<file path="src/rtl/mbist_march_ctrl_if.sv">
// Single-port test-memory bus between the MBIST controller (master) and the memory under test (slave).
// Bus contract: write_read=1 writes, 0 reads; the memory stores the wdata it sampled one edge earlier,
// and rdata for a read addressed in cycle t is presented during cycle t+2. There is no back-pressure.
interface mbist_march_ctrl_if #(
  parameter int DATA_WIDTH = 8,
  parameter int ADDR_WIDTH = 4
);
  logic                  write_read;
  logic [ADDR_WIDTH-1:0] address;
  logic [DATA_WIDTH-1:0] wdata;
  logic [DATA_WIDTH-1:0] rdata;

  modport master (output write_read, output address, output wdata, input rdata);
  modport slave  (input write_read, input address, input wdata, output rdata);
endinterface

</file>
<file path="src/rtl/mbist_march_ctrl.sv">
// March C- MBIST controller with a 2-deep read-compare pipeline and first-failure diagnostics.
// Optional macro STOP_ON_FAIL_EN: the first mismatch ends the run immediately.
module mbist_march_ctrl #(
  parameter int DATA_WIDTH = 8,
  parameter int ADDR_WIDTH = 4,
  parameter int CAPACITY   = 15
) (
  input  logic                  clk,
  input  logic                  rst_n,
  input  logic                  start,
  output logic                  busy,
  output logic                  done,
  output logic                  fail,
  output logic [15:0]           fail_count,
  output logic [ADDR_WIDTH-1:0] fail_addr,
  output logic [2:0]            fail_elem,
  output logic [DATA_WIDTH-1:0] fail_data,
  output logic [3:0]            state_dbg,
  mbist_march_ctrl_if.master    mem
);

  typedef enum logic [3:0] {
    S_IDLE, S_SETUP, S_M0,
    S_M1_RD, S_M1_WR, S_M2_RD, S_M2_WR,
    S_M3_RD, S_M3_WR, S_M4_RD, S_M4_WR,
    S_M5, S_DRAIN, S_DONE
  } state_t;

  localparam logic [ADDR_WIDTH-1:0] LAST  = ADDR_WIDTH'(CAPACITY);
  localparam logic [DATA_WIDTH-1:0] ZEROS = '0;
  localparam logic [DATA_WIDTH-1:0] ONES  = '1;

  state_t                state;
  logic [ADDR_WIDTH-1:0] addr;
  logic                  wr;
  logic [DATA_WIDTH-1:0] wdata_r;
  logic                  drain_cnt;

  logic                  s1_valid, s2_valid;
  logic [DATA_WIDTH-1:0] s1_exp, s2_exp;
  logic [ADDR_WIDTH-1:0] s1_addr, s2_addr;
  logic [2:0]            s1_elem, s2_elem;

  logic start_ok, mismatch, stop_now;

  function automatic logic [2:0] elem_of(input state_t s);
    case (s)
      S_M1_RD, S_M1_WR: return 3'd1;
      S_M2_RD, S_M2_WR: return 3'd2;
      S_M3_RD, S_M3_WR: return 3'd3;
      S_M4_RD, S_M4_WR: return 3'd4;
      S_M5:             return 3'd5;
      default:          return 3'd0;
    endcase
  endfunction

  function automatic logic is_read(input state_t s);
    return (s == S_M1_RD) || (s == S_M2_RD) || (s == S_M3_RD) || (s == S_M4_RD) || (s == S_M5);
  endfunction

  // Background expected by the reads of each element: r1 in M2 and M4, r0 elsewhere.
  function automatic logic [DATA_WIDTH-1:0] rd_bg(input logic [2:0] e);
    return (e == 3'd2 || e == 3'd4) ? ONES : ZEROS;
  endfunction

  assign start_ok = start && (state == S_IDLE || state == S_DONE);
  assign mismatch = s2_valid && (mem.rdata != s2_exp);

`ifdef STOP_ON_FAIL_EN
  assign stop_now = mismatch;
`else
  assign stop_now = 1'b0;
`endif

  assign mem.write_read = wr;
  assign mem.address    = addr;
  assign mem.wdata      = wdata_r;
  assign state_dbg      = state;

  // Sequencer: wdata changes only on the edge entering an element, one cycle ahead of its first write.
  always_ff @(posedge clk or negedge rst_n) begin
    if (!rst_n) begin
      state     <= S_IDLE;
      addr      <= '0;
      wr        <= 1'b0;
      wdata_r   <= '0;
      busy      <= 1'b0;
      done      <= 1'b0;
      drain_cnt <= 1'b0;
    end else if (stop_now) begin
      state <= S_DONE;
      busy  <= 1'b0;
      done  <= 1'b1;
      wr    <= 1'b0;
      addr  <= '0;
    end else begin
      case (state)
        S_IDLE, S_DONE: begin
          if (start) begin
            state   <= S_SETUP;
            busy    <= 1'b1;
            done    <= 1'b0;
            wdata_r <= ZEROS;
            wr      <= 1'b0;
            addr    <= '0;
          end
        end
        S_SETUP: begin
          state   <= S_M0;
          wr      <= 1'b1;
          addr    <= '0;
          wdata_r <= ZEROS;
        end
        S_M0: begin
          if (addr == LAST) begin
            state   <= S_M1_RD;
            wr      <= 1'b0;
            addr    <= '0;
            wdata_r <= ONES;
          end else begin
            addr <= addr + 1'b1;
          end
        end
        S_M1_RD: begin state <= S_M1_WR; wr <= 1'b1; end
        S_M2_RD: begin state <= S_M2_WR; wr <= 1'b1; end
        S_M3_RD: begin state <= S_M3_WR; wr <= 1'b1; end
        S_M4_RD: begin state <= S_M4_WR; wr <= 1'b1; end
        S_M1_WR: begin
          wr <= 1'b0;
          if (addr == LAST) begin
            state <= S_M2_RD; addr <= '0; wdata_r <= ZEROS;
          end else begin
            state <= S_M1_RD; addr <= addr + 1'b1;
          end
        end
        S_M2_WR: begin
          wr <= 1'b0;
          if (addr == LAST) begin
            state <= S_M3_RD; addr <= LAST; wdata_r <= ONES;
          end else begin
            state <= S_M2_RD; addr <= addr + 1'b1;
          end
        end
        S_M3_WR: begin
          wr <= 1'b0;
          if (addr == '0) begin
            state <= S_M4_RD; addr <= LAST; wdata_r <= ZEROS;
          end else begin
            state <= S_M3_RD; addr <= addr - 1'b1;
          end
        end
        S_M4_WR: begin
          wr <= 1'b0;
          if (addr == '0) begin
            state <= S_M5; addr <= '0; wdata_r <= ZEROS;
          end else begin
            state <= S_M4_RD; addr <= addr - 1'b1;
          end
        end
        S_M5: begin
          if (addr == LAST) begin
            state     <= S_DRAIN;
            addr      <= '0;
            drain_cnt <= 1'b0;
          end else begin
            addr <= addr + 1'b1;
          end
        end
        S_DRAIN: begin
          if (drain_cnt) begin
            state <= S_DONE;
            busy  <= 1'b0;
            done  <= 1'b1;
          end else begin
            drain_cnt <= 1'b1;
          end
        end
        default: state <= S_IDLE;
      endcase
    end
  end

  // Read tags travel two stages so they line up with rdata from the 2-cycle memory.
  always_ff @(posedge clk or negedge rst_n) begin
    if (!rst_n) begin
      s1_valid   <= 1'b0;
      s2_valid   <= 1'b0;
      s1_exp     <= '0;
      s2_exp     <= '0;
      s1_addr    <= '0;
      s2_addr    <= '0;
      s1_elem    <= '0;
      s2_elem    <= '0;
      fail       <= 1'b0;
      fail_count <= '0;
      fail_addr  <= '0;
      fail_elem  <= '0;
      fail_data  <= '0;
    end else begin
      s1_valid <= is_read(state) && !stop_now;
      s1_exp   <= rd_bg(elem_of(state));
      s1_addr  <= addr;
      s1_elem  <= elem_of(state);
      s2_valid <= s1_valid && !stop_now;
      s2_exp   <= s1_exp;
      s2_addr  <= s1_addr;
      s2_elem  <= s1_elem;
      if (start_ok) begin
        fail       <= 1'b0;
        fail_count <= '0;
        fail_addr  <= '0;
        fail_elem  <= '0;
        fail_data  <= '0;
      end else if (mismatch) begin
        fail <= 1'b1;
        if (fail_count != 16'hFFFF) fail_count <= fail_count + 1'b1;
        if (!fail) begin
          fail_addr <= s2_addr;
          fail_elem <= s2_elem;
          fail_data <= mem.rdata ^ s2_exp;
        end
      end
    end
  end

endmodule
</file>
<file path="src/flat_wrapper.sv">
// flat-port wrapper written by rule: the top's interface ports become plain ports
module mbist_march_ctrl_flat 
#(
  parameter int DATA_WIDTH = 8,
  parameter int ADDR_WIDTH = 4,
  parameter int CAPACITY   = 15
)
  (clk, rst_n, start, busy, done, fail, fail_count, fail_addr, fail_elem, fail_data, state_dbg, mem_write_read, mem_address, mem_wdata, mem_rdata);
  mbist_march_ctrl_if #(.DATA_WIDTH(DATA_WIDTH), .ADDR_WIDTH(ADDR_WIDTH)) mem_i ();
  input  logic clk;
  input  logic rst_n;
  input  logic start;
  output logic busy;
  output logic done;
  output logic fail;
  output logic [15:0] fail_count;
  output logic [ADDR_WIDTH-1:0] fail_addr;
  output logic [2:0] fail_elem;
  output logic [DATA_WIDTH-1:0] fail_data;
  output logic [3:0] state_dbg;
  output wire logic [$bits(mem_i.write_read)-1:0] mem_write_read;
  output wire logic [$bits(mem_i.address)-1:0] mem_address;
  output wire logic [$bits(mem_i.wdata)-1:0] mem_wdata;
  input wire logic [$bits(mem_i.rdata)-1:0] mem_rdata;
  assign mem_write_read = mem_i.write_read;
  assign mem_address = mem_i.address;
  assign mem_wdata = mem_i.wdata;
  assign mem_i.rdata = mem_rdata;
  mbist_march_ctrl #(.DATA_WIDTH(DATA_WIDTH), .ADDR_WIDTH(ADDR_WIDTH), .CAPACITY(CAPACITY)) u_core (.clk(clk), .rst_n(rst_n), .start(start), .busy(busy), .done(done), .fail(fail), .fail_count(fail_count), .fail_addr(fail_addr), .fail_elem(fail_elem), .fail_data(fail_data), .state_dbg(state_dbg), .mem(mem_i));
endmodule
</file>
<file path="config.mk">
export PLATFORM = sky130hd
export DESIGN_NAME = mbist_march_ctrl_flat
export DESIGN_NICKNAME = d
export VERILOG_FILES = /design/src/rtl/mbist_march_ctrl_if.sv /design/src/rtl/mbist_march_ctrl.sv /design/src/flat_wrapper.sv
export SDC_FILE = /design/constraint.sdc
export NUM_CORES = 1
export LEC_CHECK = 0
export ABC_AREA = 1
export ABC_CLOCK_PERIOD_IN_PS = 1800
export BUFFER_PORTS_ARGS = -buffer_cell sky130_fd_sc_hd__buf_2
export CAP_MARGIN = 25
export CORE_MARGIN = 2
export CORE_UTILIZATION = 51
export CTS_CLUSTER_SIZE = 24
export DETAILED_ROUTE_END_ITERATION = 12
export HOLD_SLACK_MARGIN = 0.08
export PLACE_DENSITY_LB_ADDON = 0.1
export SETUP_SLACK_MARGIN = 0.15
export SLEW_MARGIN = 20
export SYNTH_ARGS = -nofsm -noshare
export SYNTH_HDL_FRONTEND = slang
export SYNTH_SLANG_ARGS = --single-unit
</file>
<file path="constraint.sdc">
create_clock -name clk -period 1.8 [get_ports clk]
set_clock_uncertainty 0.05 [all_clocks]
set_input_delay 0.18 -clock clk [delete_from_list [all_inputs] [get_ports clk]]
set_output_delay 0.18 -clock clk [all_outputs]
set_load 0.03 [all_outputs]
</file>
* Yosys cells after proc, flatten, opt, wreduce, memory -nomap -nowiden
Memories as Yosys holds them, arrays and structs flattened. A register that Yosys moved wholly into a read port is not among the register bits.
Index checks and enable logic that the tools add are counted.
** Word-level totals
- Flip-flop bits (word level) :: 81
- ROM bits :: 96
- Input bits :: 11
- Output and inout bits :: 51
- Word-level logic and storage cells :: 127
- Memories :: 2
** Memories
- (no name shown) :: depth 16, bits a word 3, read ports 1, clocked after Yosys merged registers in 0, wr ports 0, RTL line mbist_march_ctrl.sv:47 : case (s)
- (no name shown) :: depth 16, bits a word 3, read ports 1, clocked after Yosys merged registers in 1, wr ports 0, RTL line mbist_march_ctrl.sv:47
** Operators by class
- Add/sub/neg operators :: 3
- Reduce and logical (&&, ||, !) cells :: 32
- Eq/ne operators :: 26
- Bitwise gates (word level) :: 1
- Multiplexer cells :: 44
** Operators by type and width (number)
- 2-to-1 mux 8 bit :: 8
- 2-to-1 mux 4 bit :: 13
- one-hot mux 4 bit (13 select lines) :: 1
- 2-to-1 mux 16 bit :: 3
- one-hot mux 8 bit (5 select lines) :: 1
- equality test 4 bit (second input constant) :: 7
- one-hot mux 4 bit (6 select lines) :: 1
- adder 16 x 1 -> 16 bit (second input constant) :: 1
- equality test 4 x 3 -> 1 bit (second input constant) :: 4
- != test 16 bit (second input constant) :: 1
- 2-to-1 mux 3 bit :: 4
- != test 2 x 1 -> 1 bit (second input constant) :: 6
- equality test 4 x 2 -> 1 bit (second input constant) :: 2
- zero test 4 bit :: 2
- != test 8 bit :: 1
- AND reduction 2 bit :: 4
- nonzero test 2 bit :: 4
- XOR 8 bit :: 1
- 2-to-1 mux 1 bit :: 7
- logical OR 1 bit :: 6
- one-hot mux 1 bit (2 select lines) :: 3
- AND reduction 3 bit :: 2
- nonzero test 6 bit :: 1
- OR reduction 2 bit :: 3
- 17 further kinds :: 20

* Longest topological paths before layout
Gate-level depths: netlist of the first run.
- Depth after elaboration :: 5
- Mapped depth :: 12
- Gate-level depth less buffers :: 11

* Least setup slack after synthesis of the first run
OpenSTA, ideal clock, no wires.
- Kind :: register -> register
- Start point :: reg u_core.state[0] (netlist: u_core.state_dbg[0])
- End point :: reg u_core.fail_count[0]
- Data required time :: 1632 ps
- Data arrival time :: 1733 ps
- Setup slack :: -100 ps
- Path buffers :: 2
- Cell stages (with the launch flop) :: 12
- Period minus slack after synthesis :: 1900 ps
- Setup time :: 118 ps
- Path through :: dfrtp_1 -> inv_1 -> ha_1 -> inv_2 -> o22ai_4 -> inv_4 -> nor2_8 -> buf_6 -> buf_6 -> nor2_1 -> nand2_1 -> nand2_1
** Between the ends
- Longest elaborated chain between the ends :: 5
- Elaborated cells on any way between the ends :: 8
- Those cells by class :: eq/ne (1); mux (1); reduce/logical (6)
** Ends and longest elaborated chain
- start, declared :: RTL line mbist_march_ctrl.sv:33 : state_t state;
- start signal, assigned :: RTL line mbist_march_ctrl.sv:83 : state <= S_IDLE;
- start signal, assigned :: RTL line mbist_march_ctrl.sv:91 : state <= S_DONE;
- start signal, assigned :: RTL line mbist_march_ctrl.sv:100 : state <= S_SETUP;
- equality test 4 bit / zero test 4 bit (equally long branches) :: RTL line mbist_march_ctrl.sv:66 : assign start_ok = start && (state == S_IDLE || state == S_DONE);
- logical OR 1 bit (*) :: RTL line mbist_march_ctrl.sv:66
- logical AND 1 bit (*) :: RTL line mbist_march_ctrl.sv:66
- nonzero test 2 bit (no source line)
- AND reduction 2 bit (no source line)
- end signal, assigned :: RTL line mbist_march_ctrl.sv:216 : if (fail_count != 16'hFFFF) fail_count <= fail_count + 1'b1;
- end, declared :: RTL line mbist_march_ctrl.sv:14 : output logic [15:0] fail_count,
Every way passes the cells marked *; elsewhere a longest branch is shown, timed or not.
A chain may end at the register's enable or synchronous reset.

* Worst setup path after layout of the first run
- Start point :: reg u_core.state[1] (netlist: u_core.state_dbg[1])
- End point :: reg u_core.fail_count[3]
Same word-level chain as after synthesis.

==> flow_summary_export.csv, run 1 <==
group,metric,value,unit
flow_run,maxCapViolations,0,
synth,ys_seq_elements,63,
setup_path,startpoint,"u_core.state_dbg[1]",
global_route,grt_start_max_net_pins,64,
finish,drive_above_1_share,36.07,%
drt,ant_nets,0,
power,power_density,1814,nW/um2
global_route,antenna_found_initial,0,
setup_path,cp_cell_sequence,"inv_4 > ha_4 > inv_2 > o22ai_4 > inv_4 > nor2_8 > buf_6 > buf_8 > inv_8 > nand3_1 > nand2_1",
floorplanning,die_x,89.53,um
synth,syn_nets,521,
sta,tns,0,ps
floorplanning,fp-row-count,31,
floorplanning,dieArea,8016,um2
finish,fillers,593,
floorplanning,die_y,89.53,um
setup_path,startpoint_type,"flip-flop",
placed_design,gp_congestion,0.9358,
placed_design,io_buffers,61,
clock_network,ctsRootBufferMaster,"clkbuf_8",
sta,holdWs,124.3,ps
setup_path,worst-setup-path-type,"reg -> reg",
drt,firstDrtPassIters,4,
finish,nNetsFinal,624,
floorplanning,fp.coreArea,7176,um2
placed_design,place_inst,658,
global_route,grt_pass1_wl,14770,um
setup_path,r2r-end,"u_core.fail_count[3]",
setup_path,arrival,1890,ps
synth,synth_area,3731,um2
synth,yosysWarnings,0,
setup_path,cp.required,1990,ps
drt,drtIter0Drc,228,
synth,synth_top_area_share,42.25,%
finish,mostFrequentLayoutCells,"nand2_1 (156), buf_2 (62), dfrtp_1 (56)",
sta,slew_violations,0,
drt,drc,0,
sta,setup_viol,0,
clock_network,cts_htree_levels,3,
clock_network,cts_tree,"yes",
setup_path,end_kind,"flip-flop",
finish,final_common_cell,"nand2_1",
drt,wl,9516,um
setup_path,crit_path_end,"u_core.fail_count[3]",
synth,synth_largest_area_cell,"dfrtp_1",
setup_path,slowest_delay,420,ps
global_route,grt_pass1_vias,3301,
placed_design,dpl_cell_area,4174,um2
floorplanning,ios,62,
global_route,gr-total-overflow,0,
setup_path,ff2ff_path_depth,11,
setup_path,worst_path_max_delay_cell,"dfrtp_2",
clock_network,clk_latency,340,ps
drt,vias_per_cell,5.024,
synth,yosysUniqueCellTypes,35,
synth,syn_avg_cell_area,7.432,um2
synth,synthCells,502,
power,peakVddDrop,0.001214,V
floorplanning,start_util,52.00,%
setup_path,cpMostUsedCell,"inv_4",
power,power_leakage,2.696,nW
sta,grt_setup_unrepaired,"yes",
finish,area_growth,33.17,%
sta,fin_crit,1706,ps
sta,max_freq,0.5860,GHz
synth,synth_area_leaders,"dfrtp_1 (42%), nand2_1 (17%), nand3_1 (7.1%), nor2_1 (5.6%), inv_1 (5.1%)",
finish,antennaDiodeCount,0,
setup_path,worstPathMaxFanout,7,
clock_network,numCtsBuffers,9,
sta,timing.final.crit_share,94.80,%
clock_network,cts_sinks,63,
worst_hold_path,min_path_type,"in -> reg",
drt,dr_total_vias,3562,
setup_path,reg2reg_from,"u_core.state_dbg[1]",
finish,final_area,4969,um2
drt,wire_per_inst,13.42,um
sta,tightestPinTransition,338.5,ps
global_route,gr-usage-all-layers,23.85,%
clock_network,clk_pin_slew,80,ps
sta,hold_viol_final,0,
run_status,outcome,"completed",
clock_network,clock_path_buffers,2,
placed_design,hpwl,6124,um
synth,yosysSeqAreaShare,42.25,%
sta,max-slew-margin-rel,77.43,%
setup_path,rrSetupSlack,90,ps
power,power,9.011,mW
finish,instances_no_fill,709,
[sequential cells by signal (all words and copies together), names as in the netlist, 3 cells and up]
register and cells:
u_core.mem.address 4, u_core.fail_addr 4, u_core.s2_elem 3, u_core.s1_elem 3
u_core.s2_addr 4, u_core.state_dbg 4, u_core.fail_data 8, u_core.fail_count 16
u_core.fail_elem 3, u_core.s1_addr 4
[Yosys cell counts]
cell type and count:
inv_2 1, o31ai_1 1, nand3_2 1, xnor2_1 3, clkinv_1 1, o21ai_0 13, inv_6 1, xor2_1 7
nand2_1 170, nand3_1 53, buf_6 5, and2_1 1, o22ai_4 1, o21ai_1 3, nand4_2 1, buf_4 10
and2_4 1, nor2_2 4, buf_8 1, nand4_1 11, nand3_4 2, nor2_8 1, nor2_1 56, a21oi_1 7
dfrtp_1 63, inv_4 2, ha_1 8, nand2_2 14, or2_2 2, or2_1 1, nand2_4 2, nor2_4 1
buf_2 2, a211oi_1 1, inv_1 51
[worst max-delay path: cells and delay by family, from the launching register on]
family	cells	cell delay [ps]
buffers and inverters	6	500
AO/OA/AOI/OAI	1	200
flip-flops	1	420
AND/OR/NAND/NOR	3	280
adder cells (fa/ha/maj)	1	130
[power breakdown]
group | leakage, nW | switching, mW | internal [mW]
Combinational | 1.78 | 3.35 | 2.05
Clock | 0.0873 | 0.575 | 0.570
Sequential | 0.826 | 0.515 | 1.95
Total | 2.70 | 4.44 | 4.57
[routing by layer]
layer	GRT usage, %	vias to the layer above	part of all wire, %
li1	-	1772	-
met1	28.98	1662	42
met2	41.62	107	51
met3	4.709	21	4.4
met4	9.227	0	2.3
met5	0	-	0
[final cells by class]
type	count	area (um2)	share of cell area (%)
Timing Repair inverter	3	26.28	0.5288
Inverter	56	234.0	4.709
Multi-Input combinational cell	366	2034	40.95
Sequential cell	63	1585	31.91
Clock inverter	5	32.53	0.6547
Timing Repair Buffer	106	780.7	15.71
Clock buffer	11	151.4	3.047
Tap cell	99	123.9	2.493
[through the flow]
step / setup slack (ps) / utilization, %
2_1_floorplan: 67.32 / -
3_3_place_gp: 30.57 / 58.17
3_5_place_dp: -11.16 / 58.17
4_1_cts: 130.5 / 65.54
5_1_grt: 9.714 / 69.24
6_report: 93.65 / 69.24
[worst min path at each step]
stage / startpoint / endpoint / slack, ps / cells after the start
finish: start / u_core.done / 120 / 4
global route: start / u_core.done / 140 / 4
CTS: start / u_core.done / 120 / 4
detailed placement: rst_n / u_core.fail_data[5] / 170 / 2
global placement: rst_n / u_core.fail_data[5] / 170 / 2
floorplan: rst_n / u_core.busy / -170 / 0
[cells by family (layout without fill, tap and decap cells)]
logic type,Yosys count,count (layout),share of synthesized area (%)
xor gates and xnor gates,10,10,2.348
adders and majority gates,8,8,2.683
AOI/OAI and AO/OA,26,26,4.024
DFF,63,63,42.25
buffers and inverters,74,181,10.09
and+or+nand+nor,321,322,38.60
[timing repair]
| action | CTS | global route |
|---|---|---|
| hold endpoints to repair | 63 | 0 |
| buffers inserted | 20 | 7 |
| cloned | 5 | 2 |
| gates resized for setup | 39 | 48 |
| pin swaps | 7 | 14 |
| hold buffers | 1 | 0 |
| setup endpoints to repair | 41 | 46 |
(Power assumes the default switching activity.)
==> run 2, diff against run 1 <==
HOLD_SLACK_MARGIN = 0.15   (was 0.08)
==> run 2 against run 1 <==
Effect of this change: clock power hardly changed; flip-flop and latch count stayed put; global-route usage hardly changed; largest cell class unchanged.
==> flow_summary_export.csv, run 2 (synthesis results as in run 1) <==
group,metric,value,unit
drt,drtIter0Drc,211,
clock_network,clock_path_buffers,2,
clock_network,cts_sinks,63,
global_route,busiest_layer,"met2",
finish,mostFrequentLayoutCells,"nand2_1 (156), buf_2 (62), dfrtp_1 (56)",
setup_path,end_kind,"flip-flop",
finish,fillers,592,
global_route,met2_usage,41.62,%
sta,tightestPinTransition,339.8,ps
drt,wl,9516,um
power,power,9.009,mW
finish,drive_above_1_share,36.01,%
setup_path,worstPathMaxFanout,7,
sta,max-slew-margin-rel,77.34,%
power,power_density,1810,nW/um2
global_route,grt_start_max_net_pins,64,
floorplanning,die_y,89.53,um
sta,timing.final.crit_share,94.81,%
worst_hold_path,min_path_type,"in -> reg",
finish,nNetsFinal,625,
setup_path,ff2ff_path_depth,11,
flow_run,maxCapViolations,0,
global_route,grt_util_met3,4.709,%
finish,antennaDiodeCount,0,
drt,firstDrtPassIters,4,
drt,dr_total_vias,3545,
clock_network,clk_pin_slew,80,ps
setup_path,rrSetupSlack,90,ps
drt,ant_nets,0,
global_route,met1_usage,29.10,%
setup_path,arrival,1890,ps
power,peakVddDrop,0.001214,V
floorplanning,fp-row-count,31,
finish,area_growth,33.43,%
global_route,gr-usage-all-layers,23.89,%
drt,wire_per_inst,13.40,um
global_route,grt_pass1_vias,3303,
global_route,gr-total-overflow,0,
finish,largest_reg_flops,16,
floorplanning,ios,62,
setup_path,startpoint_type,"flip-flop",
sta,tns,0,ps
finish,final_common_cell,"nand2_1",
clock_network,cts_htree_levels,3,
clock_network,clk_latency,330,ps
clock_network,ctsRootBufferMaster,"clkbuf_8",
sta,fin_crit,1707,ps
worst_hold_path,holdPathEnd,"u_core.fail_data[1]",
setup_path,cp.required,1990,ps
clock_network,cts_tree,"yes",
setup_path,worst-setup-path-type,"reg -> reg",
placed_design,gp_congestion,0.9358,
power,power_leakage,2.700,nW
placed_design,hpwl,6124,um
floorplanning,start_util,52.00,%
floorplanning,die_x,89.53,um
floorplanning,dieArea,8016,um2
run_status,outcome,"completed",
sta,slew_violations,0,
worst_hold_path,min-delay-start,"mem_rdata[1]",
global_route,antenna_found_initial,0,
drt,vias_per_cell,4.993,
worst_hold_path,hold_depth,6,
sta,setup_viol,0,
finish,regMostFlops,"u_core.fail_count",
setup_path,r2r-end,"u_core.fail_count[3]",
drt,drc,0,
sta,hold_viol_final,0,
clock_network,numCtsBuffers,9,
finish,reg_top3,"u_core.fail_count: 16 flops, u_core.fail_data: 8 flops",
floorplanning,fp.coreArea,7176,um2
setup_path,reg2reg_from,"u_core.state_dbg[1]",
global_route,grt_pass1_wl,14800,um
placed_design,io_buffers,61,
sta,max_freq,0.5860,GHz
sta,grt_setup_unrepaired,"yes",
-- run 2: cell count changes in the layout (fill, tap and decap cells not counted) --
cell,change
dlygate4sd3_1,+1
-- run 2: how the worst max path moves through the flow --
stage	start	end	cells after the start
finish	u_core.state_dbg[1]	u_core.fail_count[3]	11
global route	u_core.state_dbg[1]	u_core.fail_count[3]	12
CTS	u_core.state_dbg[1]	u_core.fail_data[3]	11
detailed placement	u_core.state_dbg[0]	u_core.fail_addr[2]	10
global placement	u_core.state_dbg[1]	u_core.state_dbg[0]	9
floorplan	u_core.state_dbg[0]	u_core.fail_count[0]	11
-- run 2: area by class of cell --
type                       count  area [um2]  area share [%]
clock buffer                  11       151.4           3.041
timing repair buffer         107       790.8           15.88
inverter                      56       234.0           4.700
sequential                    63        1585           31.84
multi-input combinational    366        2034           40.86
clock inverter                 5       32.53          0.6534
timing repair inverter         3       26.28          0.5278
tap                           99       123.9           2.488
-- run 2: per-layer routing --
layer	vias to the layer above	wire, um
met5	-	0
met4	0	207
met3	22	383
met2	98	4882
met1	1654	4044
li1	1771	-
-- run 2: repair_timing --
action,4_1_cts,5_1_grt
pin swaps,7,14
hold buffers,2,0
buffers inserted,20,7
endpoints found under the hold margin,64,0
gates cloned,5,2
resized for setup,39,48
endpoints found under the setup margin,41,46
-- run 2: metrics by stage --
step | setup WS, ps | hold WS [ps] | cells | cell area (um2) | utilization, %
floorplan | 67.32 | -165.6 | 502 | 3790 | -
global placement | 30.57 | 168.8 | 658 | 4174 | 58.17
detailed placement | -11.16 | 168.7 | 658 | 4174 | 58.17
CTS | 130.5 | 152.9 | 701 | 4713 | 65.68
global route | 9.714 | 187.2 | 710 | 4979 | 69.38
finish | 93.45 | 170.2 | 710 | 4979 | 69.38
-- run 2: where the power goes --
part	leakage (nW)	switching (mW)	internal (mW)
combinational	1.79	3.35	2.05
sequential	0.826	0.515	1.95
clock	0.0873	0.573	0.570
-- run 2: critical path, cell delays in order, from the launching register on --
cell and delay, ps:
dfrtp_2 420, inv_4 80, ha_4 130, inv_2 40, o22ai_4 200, inv_4 70
nor2_8 150, buf_6 140, buf_8 120, inv_8 50, nand3_1 80, nand2_1 50
==> run 3, diff against run 2 <==
ABC_CLOCK_PERIOD_IN_PS = 1550   (was 1800)
CTS_CLUSTER_SIZE = not set   (was 24)
GPL_ROUTABILITY_DRIVEN = 0   (was not set)
clock period = 1.55 ns   (was 1.8 ns; I/O delays follow)
==> run 3 against run 2 <==
Effect of this change: the run now ends with negative setup slack left; non-clock buffer count increased by 43; sequential power is 11% higher; maximum frequency down 4.2%; global-route usage increased by 0.23 points; largest power group unchanged.
==> flow_summary_export.csv, run 3 (synthesis results as in run 1) <==
group,metric,value,unit
placed_design,dp_slack,-206.2,ps
power,combPwrFrac,65.0,%
placed_design,place_inst,709,
global_route,grt_pass1_vias,3365,
finish,area_growth,46.38,%
floorplanning,die_x,89.53,um
drt,wl,10520,um
power,p_switching,5.771,mW
sta,grt_setup_unrepaired,"yes",
power,peakVddDrop,0.001499,V
floorplanning,fp-row-count,31,
clock_network,cts_htree_levels,3,
sta,slew_violations,0,
setup_path,worst-setup-path-type,"reg -> reg",
finish,nNetsFinal,665,
clock_network,clk_latency,340,ps
floorplanning,fp.coreArea,7176,um2
sta,tightestPinTransition,406.7,ps
worst_hold_path,min-delay-start,"start",
clock_network,numCtsBuffers,9,
setup_path,startpoint,"u_core.state_dbg[0]",
finish,largest_reg_flops,16,
sta,worst_slack,-231.2,ps
power,clkPwrFrac,12.2,%
drt,firstDrtPassIters,4,
global_route,gr-total-overflow,0,
sta,max_freq,0.5614,GHz
placed_design,io_buffers,61,
drt,wire_per_inst,14.03,um
sta,tns,-5531,ps
setup_path,worstPathMaxFanout,4,
clock_network,ctsRootBufferMaster,"clkbuf_8",
finish,final_common_cell,"nand2_1",
floorplanning,die_y,89.53,um
global_route,grt_start_max_net_pins,64,
sta,setup_viol,43,
global_route,antenna_found_initial,0,
worst_hold_path,min_path_type,"in -> reg",
power,power_density,2187,nW/um2
global_route,grt_pass1_wl,14950,um
floorplanning,ios,62,
drt,dr_total_vias,3833,
global_route,gr-usage-all-layers,24.11,%
power,power_leakage,2.957,nW
sta,max-slew-margin-rel,72.85,%
setup_path,cp.required,1710,ps
finish,antennaDiodeCount,0,
finish,instances_no_fill,750,
sta,hold_viol_final,0,
placed_design,hpwl,6453,um
sta,fin_crit,1781,ps
clock_network,cts_sinks,63,
clock_network,cts_tree,"yes",
setup_path,arrival,1940,ps
drt,vias_per_cell,5.111,
drt,drc,0,
setup_path,end_kind,"flip-flop",
finish,mostFrequentLayoutCells,"nand2_1 (140), buf_4 (65), buf_2 (60)",
finish,regMostFlops,"u_core.fail_count",
clock_network,clock_path_buffers,2,
floorplanning,dieArea,8016,um2
finish,reg_top3,"u_core.fail_count: 16 flops, u_core.fail_data: 8 flops",
finish,fin_util,76.11,%
setup_path,startpoint_type,"flip-flop",
power,intPower,6.173,mW
run_status,violations,"negative setup slack",
drt,drtIter0Drc,265,
finish,drive_above_1_share,43.78,%
sta,timing.final.crit_share,114.9,%
power,switching_share,48.32,%
power,seq_power_share,22.8,%
flow_run,maxCapViolations,0,
clock_network,clk_pin_slew,70,ps
drt,ant_nets,0,
run_status,outcome,"finished, violations left",
floorplanning,start_util,52.00,%
setup_path,reg2reg_from,"u_core.state_dbg[0]",
run 3: changes by cell type in the layout (fill, tap and decap cells not counted), moves of 6 or more:
| cell | change |
|---|---|
| nand2_1 | -16 |
| nor2_4 | +8 |
| buf_4 | +37 |
| nand3_1 | +6 |
| nand2_2 | +11 |
| nand3_2 | -6 |
| buf_6 | +10 |
run 3: cell type report:
class | count | area [um2]
multi-input combinational | 366 | 2177
fill | 516 | 1714
sequential | 63 | 1588
timing repair buffer | 150 | 1134
inverter | 56 | 240.2
clock buffer | 10 | 127.6
tap | 99 | 123.9
clock inverter | 6 | 71.32
run 3: per-stage QoR:
stage / area (um2) / power (mW) / hold WS (ps)
after floorplan: 3784 / 6.633 / -190.6
after global placement: 4578 / 8.429 / 144.8
after detailed placement: 4578 / 8.579 / 146.4
after CTS: 4870 / 10.29 / 162.2
after global routing: 5461 / 12.71 / 182.3
final: 5461 / 11.94 / 175.5
run 3: final timing paths:
kind                                        endpoint  slack (ps)  cells past startpoint
worst min-delay path                     u_core.busy         180                      5
worst min register to register     u_core.s2_elem[1]         300                      0
max in group asynchronous       u_core.fail_count[1]         830                      3
worst max register to register   u_core.state_dbg[0]        -230                      9
worst max-delay path             u_core.state_dbg[0]        -230                      9
min in group asynchronous        u_core.fail_data[3]         290                      3
run 3: routing by layer:
layer	track usage, %	part of all wire, %
met5	0	0
met4	7.191	1.7
met3	4.986	6.3
met2	40.61	51
met1	31.38	41
run 3: repair_timing:
| action | 4_1_cts | 5_1_grt |
|---|---|---|
| endpoints found under the hold margin | 63 | 0 |
| setup buffers | 3 | 19 |
| hold buffers | 1 | 0 |
| endpoints found under the setup margin | 47 | 48 |
| gates resized for setup | 22 | 110 |
| pin swaps | 2 | 34 |
| cloned | 0 | 2 |
run 3: power by group through the flow:
stage	sequential [mW]	combinational, mW	clock [mW]
floorplan	3.61	3.02	0
finish	2.73	7.76	1.46
CTS	2.70	6.10	1.48
global placement	2.69	5.73	0
detailed placement	2.72	5.86	0
global route	2.80	8.36	1.56
run 3: critical path: stages, from the launching register on:
cell and delay (ps):
dfrtp_2 440, inv_4 70, ha_4 180, buf_6 130, buf_6 120, o21ai_4 220
buf_6 140, nand4_1 100, nand2_1 130, o21ai_1 90
